--- config.mk ---
export PLATFORM = sky130hd
export DESIGN_NAME = bin2bcd_seq_flat
export DESIGN_NICKNAME = d
export VERILOG_FILES = /design/src/rtl/bin2bcd_pkg.sv /design/src/rtl/bin2bcd_if.sv /design/src/rtl/bcd_digit_adj.sv /design/src/rtl/bin2bcd_seq.sv /design/src/flat_wrapper.sv
export SDC_FILE = /design/constraint.sdc
export NUM_CORES = 1
export LEC_CHECK = 0
export CAP_MARGIN = 5
export CORE_ASPECT_RATIO = 0.75
export CORE_UTILIZATION = 35
export CTS_CLUSTER_DIAMETER = 50
export DETAILED_ROUTE_END_ITERATION = 16
export DONT_BUFFER_PORTS = 1
export GPL_TIMING_DRIVEN = 0
export REMOVE_ABC_BUFFERS = 1
export SYNTH_ARGS = -nofsm -noshare
export SYNTH_HDL_FRONTEND = slang
export SYNTH_SLANG_ARGS = --single-unit
export TNS_END_PERCENT = 5
--- constraint.sdc ---
create_clock -name clk -period 2.4 [get_ports clk]
set_input_delay 0.6 -clock clk [delete_from_list [all_inputs] [get_ports clk]]
set_output_delay 0.6 -clock clk [all_outputs]
set_load 0.02 [all_outputs]
--- src/rtl/bin2bcd_pkg.sv ---
// Shared definitions for the sequential double-dabble binary-to-BCD converter.
// Holds the state encoding, counter sizing helper and BCD adjust constant.
package bin2bcd_pkg;

  typedef logic [1:0] state_t;

  localparam state_t StIdle  = 2'd0;
  localparam state_t StShift = 2'd1;
  localparam state_t StDone  = 2'd2;

  localparam logic [3:0] BcdAdjust = 4'd3;

  // Bits needed to represent values 0 .. value-1.
  function automatic int unsigned clog2(input int unsigned value);
    int unsigned result;
    result = 0;
    while ((64'd1 << result) < 64'(value)) begin
      result++;
    end
    return result;
  endfunction

endpackage

--- src/rtl/bin2bcd_if.sv ---
// Handshake and data bundle between a requester and the binary-to-BCD converter.
interface bin2bcd_if #(
  parameter int unsigned WIDTH  = 8,
  parameter int unsigned DIGITS = 3
) ();

  logic                  start;
  logic [WIDTH-1:0]      bin;
  logic                  busy;
  logic                  done;
  logic [4*DIGITS-1:0]   bcd;
  logic                  overflow;

  modport master (
    output start, bin,
    input  busy, done, bcd, overflow
  );

  modport slave (
    input  start, bin,
    output busy, done, bcd, overflow
  );

endinterface

--- src/rtl/bcd_digit_adj.sv ---
// Double-dabble digit correction: adds 3 (mod 16) to a BCD digit of 5 or more.
module bcd_digit_adj
  import bin2bcd_pkg::*;
(
  input  logic [3:0] digit_i,
  output logic [3:0] digit_o
);

  always_comb begin
    digit_o = digit_i;
    if (digit_i >= 4'd5) begin
      digit_o = digit_i + BcdAdjust;
    end
  end

endmodule

--- src/rtl/bin2bcd_seq.sv ---
// Sequential WIDTH-cycle shift-and-add-3 binary-to-BCD converter with start/done
// handshake; results beyond DIGITS digits are truncated and flagged as overflow.
module bin2bcd_seq
  import bin2bcd_pkg::*;
#(
  parameter int unsigned WIDTH  = 8,
  parameter int unsigned DIGITS = 3
) (
  input  logic        clk,
  input  logic        resetn,
  bin2bcd_if.slave    bus
);

  localparam int unsigned BcdW = 4 * DIGITS;
  localparam int unsigned CntW = clog2(WIDTH + 1);
  localparam logic [CntW-1:0] LastIter = CntW'(WIDTH - 1);

  state_t            state_q, state_d;
  logic [CntW-1:0]   cnt_q, cnt_d;
  logic [WIDTH-1:0]  shift_q, shift_d;
  logic [BcdW-1:0]   scratch_q, scratch_d;
  logic              ovf_scr_q, ovf_scr_d;
  logic [BcdW-1:0]   bcd_q, bcd_d;
  logic              ovf_q, ovf_d;
  logic [BcdW-1:0]   adj_digits;

  for (genvar g = 0; g < DIGITS; g++) begin : g_adj
    bcd_digit_adj u_adj (
      .digit_i (scratch_q[4*g +: 4]),
      .digit_o (adj_digits[4*g +: 4])
    );
  end

  always_comb begin
    state_d   = state_q;
    cnt_d     = cnt_q;
    shift_d   = shift_q;
    scratch_d = scratch_q;
    ovf_scr_d = ovf_scr_q;
    bcd_d     = bcd_q;
    ovf_d     = ovf_q;
    case (state_q)
      StIdle, StDone: begin
        if (bus.start) begin
          state_d   = StShift;
          shift_d   = bus.bin;
          scratch_d = '0;
          cnt_d     = '0;
          ovf_scr_d = 1'b0;
        end else begin
          state_d   = StIdle;
        end
      end
      StShift: begin
        // The bit leaving the top digit is lost from the result but marks overflow.
        scratch_d = {adj_digits[BcdW-2:0], shift_q[WIDTH-1]};
        shift_d   = {shift_q[WIDTH-2:0], 1'b0};
        ovf_scr_d = ovf_scr_q | adj_digits[BcdW-1];
        cnt_d     = cnt_q + 1'b1;
        if (cnt_q == LastIter) begin
          state_d = StDone;
          bcd_d   = scratch_d;
          ovf_d   = ovf_scr_d;
        end
      end
      default: state_d = StIdle;
    endcase
  end

  always_ff @(posedge clk or negedge resetn) begin
    if (!resetn) begin
      state_q   <= StIdle;
      cnt_q     <= '0;
      shift_q   <= '0;
      scratch_q <= '0;
      ovf_scr_q <= 1'b0;
      bcd_q     <= '0;
      ovf_q     <= 1'b0;
    end else begin
      state_q   <= state_d;
      cnt_q     <= cnt_d;
      shift_q   <= shift_d;
      scratch_q <= scratch_d;
      ovf_scr_q <= ovf_scr_d;
      bcd_q     <= bcd_d;
      ovf_q     <= ovf_d;
    end
  end

  assign bus.busy     = (state_q == StShift);
  assign bus.done     = (state_q == StDone);
  assign bus.bcd      = bcd_q;
  assign bus.overflow = ovf_q;

endmodule

--- src/flat_wrapper.sv ---
// flat-port wrapper written by rule: the top's interface ports become plain ports
module bin2bcd_seq_flat import bin2bcd_pkg::*;
#(
  parameter int unsigned WIDTH  = 8,
  parameter int unsigned DIGITS = 3
)
  (clk, resetn, bus_start, bus_bin, bus_busy, bus_done, bus_bcd, bus_overflow);
  bin2bcd_if #(.WIDTH(WIDTH), .DIGITS(DIGITS)) bus_i ();
  input  logic clk;
  input  logic resetn;
  input wire logic [$bits(bus_i.start)-1:0] bus_start;
  input wire logic [$bits(bus_i.bin)-1:0] bus_bin;
  output wire logic [$bits(bus_i.busy)-1:0] bus_busy;
  output wire logic [$bits(bus_i.done)-1:0] bus_done;
  output wire logic [$bits(bus_i.bcd)-1:0] bus_bcd;
  output wire logic [$bits(bus_i.overflow)-1:0] bus_overflow;
  assign bus_i.start = bus_start;
  assign bus_i.bin = bus_bin;
  assign bus_busy = bus_i.busy;
  assign bus_done = bus_i.done;
  assign bus_bcd = bus_i.bcd;
  assign bus_overflow = bus_i.overflow;
  bin2bcd_seq #(.WIDTH(WIDTH), .DIGITS(DIGITS)) u_core (.clk(clk), .resetn(resetn), .bus(bus_i));
endmodule
==> flow_metrics.tcl, run 1 <==
set metrics [dict create \
    power.leakage_uw 0.000928 \
    core_area_sq_um 5060 \
    h-tree-depth 2 \
    critical-path-slowest-cell "inv_2" \
    syn_to_final_growth_pct 8.48 \
    wl_per_cell_um 13.9 \
    crit_cells 2 \
    ios 26 \
    finalWirelength_mm 3.43 \
    finalNonFillerCells 247 \
    worst-slew-pin-transition_ns 0.970 \
    grt_pass1_wl_mm 5.65 \
    use_met3_pct 4.49 \
    ys_seq_elements 40 \
    dp_hpwl_mm 2.14 \
    rows 22 \
    fp.dieW_um 87.2 \
    max-vdd-ir-drop_mv 0.531 \
    ant_nets 0 \
    grt_util_met2_pct 17.7 \
    drt_iter0_markers 86 \
    slowest_delay_ns 0.52 \
    cp_max_fo 24 \
    hp-class "in -> async" \
    gr-total-overflow 0 \
    postSynthCellCount 174 \
    vias 1226 \
    ys_warn_count 0 \
    top_usage_layer "met1" \
    layout-drive-gt1-share_pct 12.0 \
    crit_buf_inv 1 \
    setup_viol 0 \
    cts_made_buffers 5 \
    fmax_mhz 474 \
    rr_startpoint "u_core.state_q[1]" \
    cp-start-kind "register" \
    initial_utilization_pct 37.6 \
    vias_per_cell 4.96 \
    arrival_ns 1.51 \
    track_usage_pct 13.5 \
    timing_worst_setup_path_type "reg -> out" \
    clkLatencyLatePin_ns 0.29 \
    firstDrtPassIters 4 \
    path_cells "nand2b_1, inv_2" \
    setup_tns_ns 0 \
    placed_cells 238 \
    cts_setup_buffers 0 \
    slew_headroom_pct 35.2 \
    yosysSeqAreaShare_pct 52.6 \
    yosysUniqueCellTypes 28 \
    root_buffer "clkbuf_8" \
    antenna_cells 0 \
    die_h_um 65.9 \
    hold_viol_final 0 \
    r2r-end "u_core.bus.bcd[10]" \
    cts_sinks 40 \
    finalMaxSlewViolations 0 \
    globalplace.congestion 0.710 \
    die-area_sq_um 5740 \
    rsz0062_at_grt "false" \
    cellPowerDensity_nw_per_um2 1520 \
    grt_pass1_vias 1131 \
    reg2regPathDepth 3 \
    critPathTopFamily "buffers and inverters" \
    cp.required_ns 1.80 \
    syn-cell-area_sq_um 1900 \
    worst_clock_skew_ns 0.00856 \
    r2r_setup_slack_ns 0.36 \
    n_fill_cell 509 \
    cts_tree "built" \
    cts_buffer_depth 2 \
    met1_usage_pct 18.7 \
    syn_area_per_cell_sq_um 10.9 \
    io_buffers 0 \
    fin_crit_sh_pct 88.0 \
    drv_cap 0 \
    status "complete, no violations" \
    num-nets-final 192 \
    grt_antenna_before_repair 0 \
    period_minus_slack_ns 2.11 \
    grt_max_degree 41 \
    path_clk_slew_ns 0.08 \
    drc_errors 0 \
    end_kind "primary output" \
]
-- worst max-delay path by stage --
stage | from | end
after CTS | u_core.state_q[1] | bus_busy
after floorplan | u_core.state_q[1] | u_core.bus.bcd[0]
after global routing | u_core.state_q[1] | bus_busy
final | u_core.state_q[1] | bus_busy
after global placement | u_core.state_q[1] | u_core.bus.bcd[2]
after detailed placement | u_core.state_q[1] | u_core.bus.bcd[1]
-- cells by family (layout without fill, tap and decap cells) --
kind of cell	Yosys count	count (layout)	share of synthesized area (%)
DFF	40	40	52.6
and+or+nand+nor	54	54	14.4
adders and majority gates	7	7	4.60
AOI/OAI and AO/OA	42	42	14.5
xor gates and xnor gates	4	4	1.84
muxes	11	11	7.62
buffers and inverters	16	17	4.53
-- report_power, final --
group,internal [uW],leakage (uW),switching (uW)
registers,984,0.000497,396
clock network,309,0.0000552,240
logic,558,0.000376,646
total,1850,0.000928,1280
-- registers in the layout, summed over array words and instances, names as in the netlist --
signal and count:
u_core.cnt_q 4, u_core.state_q 2, u_core.bus.overflow 1, u_core.ovf_scr_q 1, u_core.scratch_q 12, u_core.bus.bcd 12, u_core.shift_q 8
-- repair_timing --
item	in CTS	in global routing
gates resized for setup	0	0
hold buffers	1	0
endpoints found under the hold margin	40	0
-- per-layer routing --
metal	up-vias	part of all wire, %
li1	603	-
met1	583	53
met2	33	40
met3	7	4.9
met4	0	2.2
met5	-	0
-- layout make-up --
class                   count  area [sq um]  share of cell area (%)
multi-input cells         118           817                    39.6
clock inverters             2          35.0                    1.70
clock buffers               6          72.6                    3.51
repair buffers              1          20.0                   0.969
flip-flops and latches     40          1000                    48.5
well taps                  72          90.1                    4.36
inverters                   8          30.0                    1.45
-- worst reg2reg max path: cells and delay by family, from the launching register on --
family / cells / cell delay (ns)
and+or+nand+nor: 2 / 1.21
DFF: 1 / 0.36
muxes: 1 / 0.36
-- stage by stage --
| step | power (uW) | setup WS, ns | area [sq um] | hold WS, ns | util (%) |
|---|---|---|---|---|---|
| finish | 3130 | 0.288 | 2070 | 0.135 | 40.8 |
| global route | 3380 | 0.162 | 2070 | 0.138 | 40.8 |
| floorplan | 2320 | 0.687 | 1850 | 0.304 | - |
| detailed placement | 2590 | 0.311 | 1940 | 0.305 | 38.3 |
| global placement | 2550 | 0.344 | 1940 | 0.305 | 38.3 |
| CTS | 3160 | 0.278 | 2070 | 0.139 | 40.8 |
-- synth_stat cells --
| library cell | count | share of area, % |
|---|---|---|
| a21oi_1 | 11 | 2.9 |
| a21oi_2 | 3 | 1.4 |
| a22o_1 | 9 | 4.1 |
| a22oi_1 | 7 | 2.8 |
| a31oi_1 | 1 | 0.33 |
| buf_2 | 3 | 0.79 |
| buf_4 | 2 | 0.79 |
| buf_6 | 2 | 1.2 |
| clkbuf_1 | 1 | 0.20 |
| dfrtp_1 | 40 | 53 |
| ha_1 | 7 | 4.6 |
| inv_1 | 7 | 1.4 |
| inv_2 | 1 | 0.20 |
| mux2_4 | 7 | 5.5 |
| mux2i_1 | 4 | 2.1 |
| nand2_1 | 22 | 4.3 |
| nand2b_1 | 5 | 1.6 |
| nand3_1 | 4 | 1.1 |
| nand4_1 | 1 | 0.33 |
| nor2_1 | 9 | 1.8 |
| nor2_4 | 1 | 0.59 |
| nor2b_1 | 2 | 0.66 |
| nor3_1 | 3 | 0.79 |
| nor3_4 | 1 | 0.85 |
| nor3b_1 | 6 | 2.4 |
| o21ai_0 | 10 | 2.6 |
| o22ai_1 | 1 | 0.33 |
| xnor2_1 | 4 | 1.8 |
-- placed cells by master (no fill, tap or decap), types with 2 or more instances in the layout --
cell type,instances
a21oi_1,11
a21oi_2,3
a22o_1,9
a22oi_1,7
clkbuf_8,5
dfrtp_1,40
ha_1,7
inv_1,7
mux2_4,7
mux2i_1,4
nand2_1,22
nand2b_1,5
nand3_1,4
nor2_1,9
nor2b_1,2
nor3_1,3
nor3b_1,6
o21ai_0,10
xnor2_1,4
Power figures use the tool's default switching activity.
==> inputs of run 2 (changes only) <==
--- a/config.mk
+++ b/config.mk
@@ -5,6 +5,7 @@
 export SDC_FILE = /design/constraint.sdc
 export NUM_CORES = 1
 export LEC_CHECK = 0
+export ABC_AREA = 1
 export CAP_MARGIN = 5
 export CORE_ASPECT_RATIO = 0.75
 export CORE_UTILIZATION = 35
@@ -16,4 +17,3 @@
 export SYNTH_ARGS = -nofsm -noshare
 export SYNTH_HDL_FRONTEND = slang
 export SYNTH_SLANG_ARGS = --single-unit
-export TNS_END_PERCENT = 5
==> flow_metrics.tcl, run 2 <==
set metrics [dict create \
    die-area_sq_um 5770 \
    cellPowerDensity_nw_per_um2 1470 \
    cts_buffer_depth 2 \
    yosys.area_share.adder_pct 4.58 \
    rsz0062_at_grt "false" \
    mostFrequentLayoutCells "56 x nand2_1, 40 x dfrtp_1, 26 x nand3_1, 25 x inv_1, 19 x o21ai_0" \
    drt_iter0_markers 92 \
    synth_top_family_by_area "simple AND/OR/NAND/NOR gates" \
    ctsHoldBuffers 1 \
    root_buffer "clkbuf_8" \
    route.met3.wl_um 169 \
    cp-start-kind "register" \
    finalNonFillerCells 291 \
    fmax_mhz 500 \
    end_kind "register" \
    ios 26 \
    rows 22 \
    timing_worst_setup_path_type "reg -> reg" \
    cts_setup_buffers 0 \
    cp_max_fo 20 \
    core_area_sq_um 5060 \
    startpoint "u_core.state_q[0]" \
    globalplace.congestion 0.763 \
    slew_headroom_pct 50.3 \
    drv_cap 0 \
    cts_tree "built" \
    postSynthCellCount 218 \
    synth-async-reset-ratio_pct 100 \
    top_layer_used "met4" \
    power_frac_clock_pct 14.2 \
    syn-cell-area_sq_um 1910 \
    h-tree-depth 2 \
    yosysUniqueCellTypes 21 \
    setup_tns_ns 0 \
    setup_viol 0 \
    status "complete, no violations" \
    grt_max_degree 41 \
    worst-slew-pin-transition_ns 0.744 \
    firstDrtPassIters 4 \
    grt_pass1_wl_mm 6.36 \
    rr_startpoint "u_core.state_q[0]" \
    critical-path-slowest-cell "nand2_1" \
    synth_top_area_cell "dfrtp_1" \
    cp.required_ns 2.58 \
    syn_to_final_growth_pct 7.39 \
    wl_per_cell_um 12.7 \
    hp-class "in -> async" \
    cp_common_cell "inv_2" \
    seq_power_share_pct 43.7 \
    path_clk_slew_ns 0.08 \
    ant_nets 0 \
    synth_compound_area_share_pct 12.6 \
    arrival_ns 2.18 \
    power.leakage_uw 0.00100 \
    fin_crit_sh_pct 83.3 \
    drc_errors 0 \
    io_buffers 0 \
    fp.dieW_um 87.4 \
    final_common_cell "nand2_1" \
    synth_xor_area_share_pct 0.916 \
    finalMaxSlewViolations 0 \
    layout-drive-gt1-share_pct 6.85 \
    hold_viol_final 0 \
    yosysSeqAreaShare_pct 52.3 \
    max-vdd-ir-drop_mv 0.527 \
    worst_clock_skew_ns 0.00827 \
    power_switching_uw 1400 \
    synth_common_cells "56 x nand2_1, 40 x dfrtp_1, 26 x nand3_1" \
    vias 1395 \
    p_int_uw 1630 \
    wl_met2_mm 1.50 \
    period_minus_slack_ns 2.00 \
    p_comb_share_pct 42.1 \
    clkLatencyLatePin_ns 0.29 \
    dp_hpwl_mm 2.45 \
    vias_per_cell 4.79 \
    synth-main-ff-cell "dfrtp_1" \
    num-nets-final 237 \
    initial_utilization_pct 37.8 \
    gr-total-overflow 0 \
    track_usage_pct 14.7 \
    synthSimpleGateAreaFrac_pct 21.0 \
    cts_made_buffers 5 \
    grt_antenna_before_repair 0 \
    placed_cells 283 \
    fin_hold_ws_ns 0.149 \
    finalWirelength_mm 3.70 \
    yosysTopAreaCellShare_pct 52.3 \
    synth.area.top_cells "dfrtp_1 52%, nand2_1 11%, nand3_1 6.8%" \
    wl_met1_mm 1.99 \
    muxShareOfSynthArea_pct 0 \
    antenna_cells 0 \
    synth_most_common_cell "nand2_1" \
    syn_area_per_cell_sq_um 8.78 \
    cts_sinks 40 \
    ys_warn_count 0 \
    slowest_delay_ns 0.58 \
    cts-resized-gates 0 \
    switching_share_pct 46.2 \
    ys_seq_elements 40 \
    synth-edff-count 0 \
    path_cells "inv_2, nor2_8, inv_4, nand2_1, inv_2, a22o_1" \
    grt_pass1_vias 1323 \
    die_h_um 66.0 \
]
## run 2: logic make-up (layout without fill, tap and decap cells)
family	count (synthesis)	in the layout
and+or+nand+nor	92	92
AOI/OAI and AO/OA	40	40
DFF	40	40
adders and majority gates	7	7
xor gates and xnor gates	2	2
buffers and inverters	37	38
## run 2: area by class of cell
| class | instances | area (sq um) |
|---|---|---|
| well taps | 72 | 90.1 |
| multi-input cells | 141 | 747 |
| fillers | 529 | 3010 |
| repair buffers | 1 | 20.0 |
| inverters | 30 | 115 |
| clock inverters | 2 | 12.5 |
| flip-flops and latches | 40 | 1000 |
| clock buffers | 5 | 68.8 |
## run 2: path summary, 6_finish.rpt
kind	end	slack, ns	depth (start not counted)
min reg2reg	u_core.cnt_q[3]	0.48	1
min	u_core.bus.bcd[11]	0.15	1
max in group asynchronous	u_core.scratch_q[10]	2.05	1
max	u_core.cnt_q[1]	0.40	6
min in group clk	u_core.shift_q[3]	0.46	2
max reg2reg	u_core.cnt_q[1]	0.40	6
## run 2: through the flow
step / worst slack, ns / power (uW) / utilization [%] / cell area (sq um)
2_1_floorplan: 0.896 / 2310 / - / 1860
3_3_place_gp: 0.417 / 2580 / 38.6 / 1950
3_5_place_dp: 0.374 / 2600 / 38.6 / 1950
4_1_cts: 0.378 / 3060 / 40.6 / 2050
5_1_grt: 0.228 / 3360 / 40.6 / 2050
6_report: 0.402 / 3020 / 40.6 / 2050
## run 2: critical path, delay by kind of cell, from the launching register on
kind / cells / cell delay [ns]
buffers and inverters: 3 / 0.43
DFF: 1 / 0.37
AOI/OAI and AO/OA: 1 / 0.21
and+or+nand+nor: 2 / 0.86
## run 2: layer usage
metal	vias to the layer above	global-route usage (%)
li1	716	-
met1	649	20.4
met2	26	21.4
met3	4	4.62
met4	0	5.53
met5	-	0
## run 2: power by group through the flow
stage	Clock (uW)	Combinational, uW	Sequential, uW
after floorplan	0	1020	1280
final	429	1270	1320
after global routing	488	1510	1370
after detailed placement	0	1270	1340
after CTS	451	1290	1320
after global placement	0	1250	1330
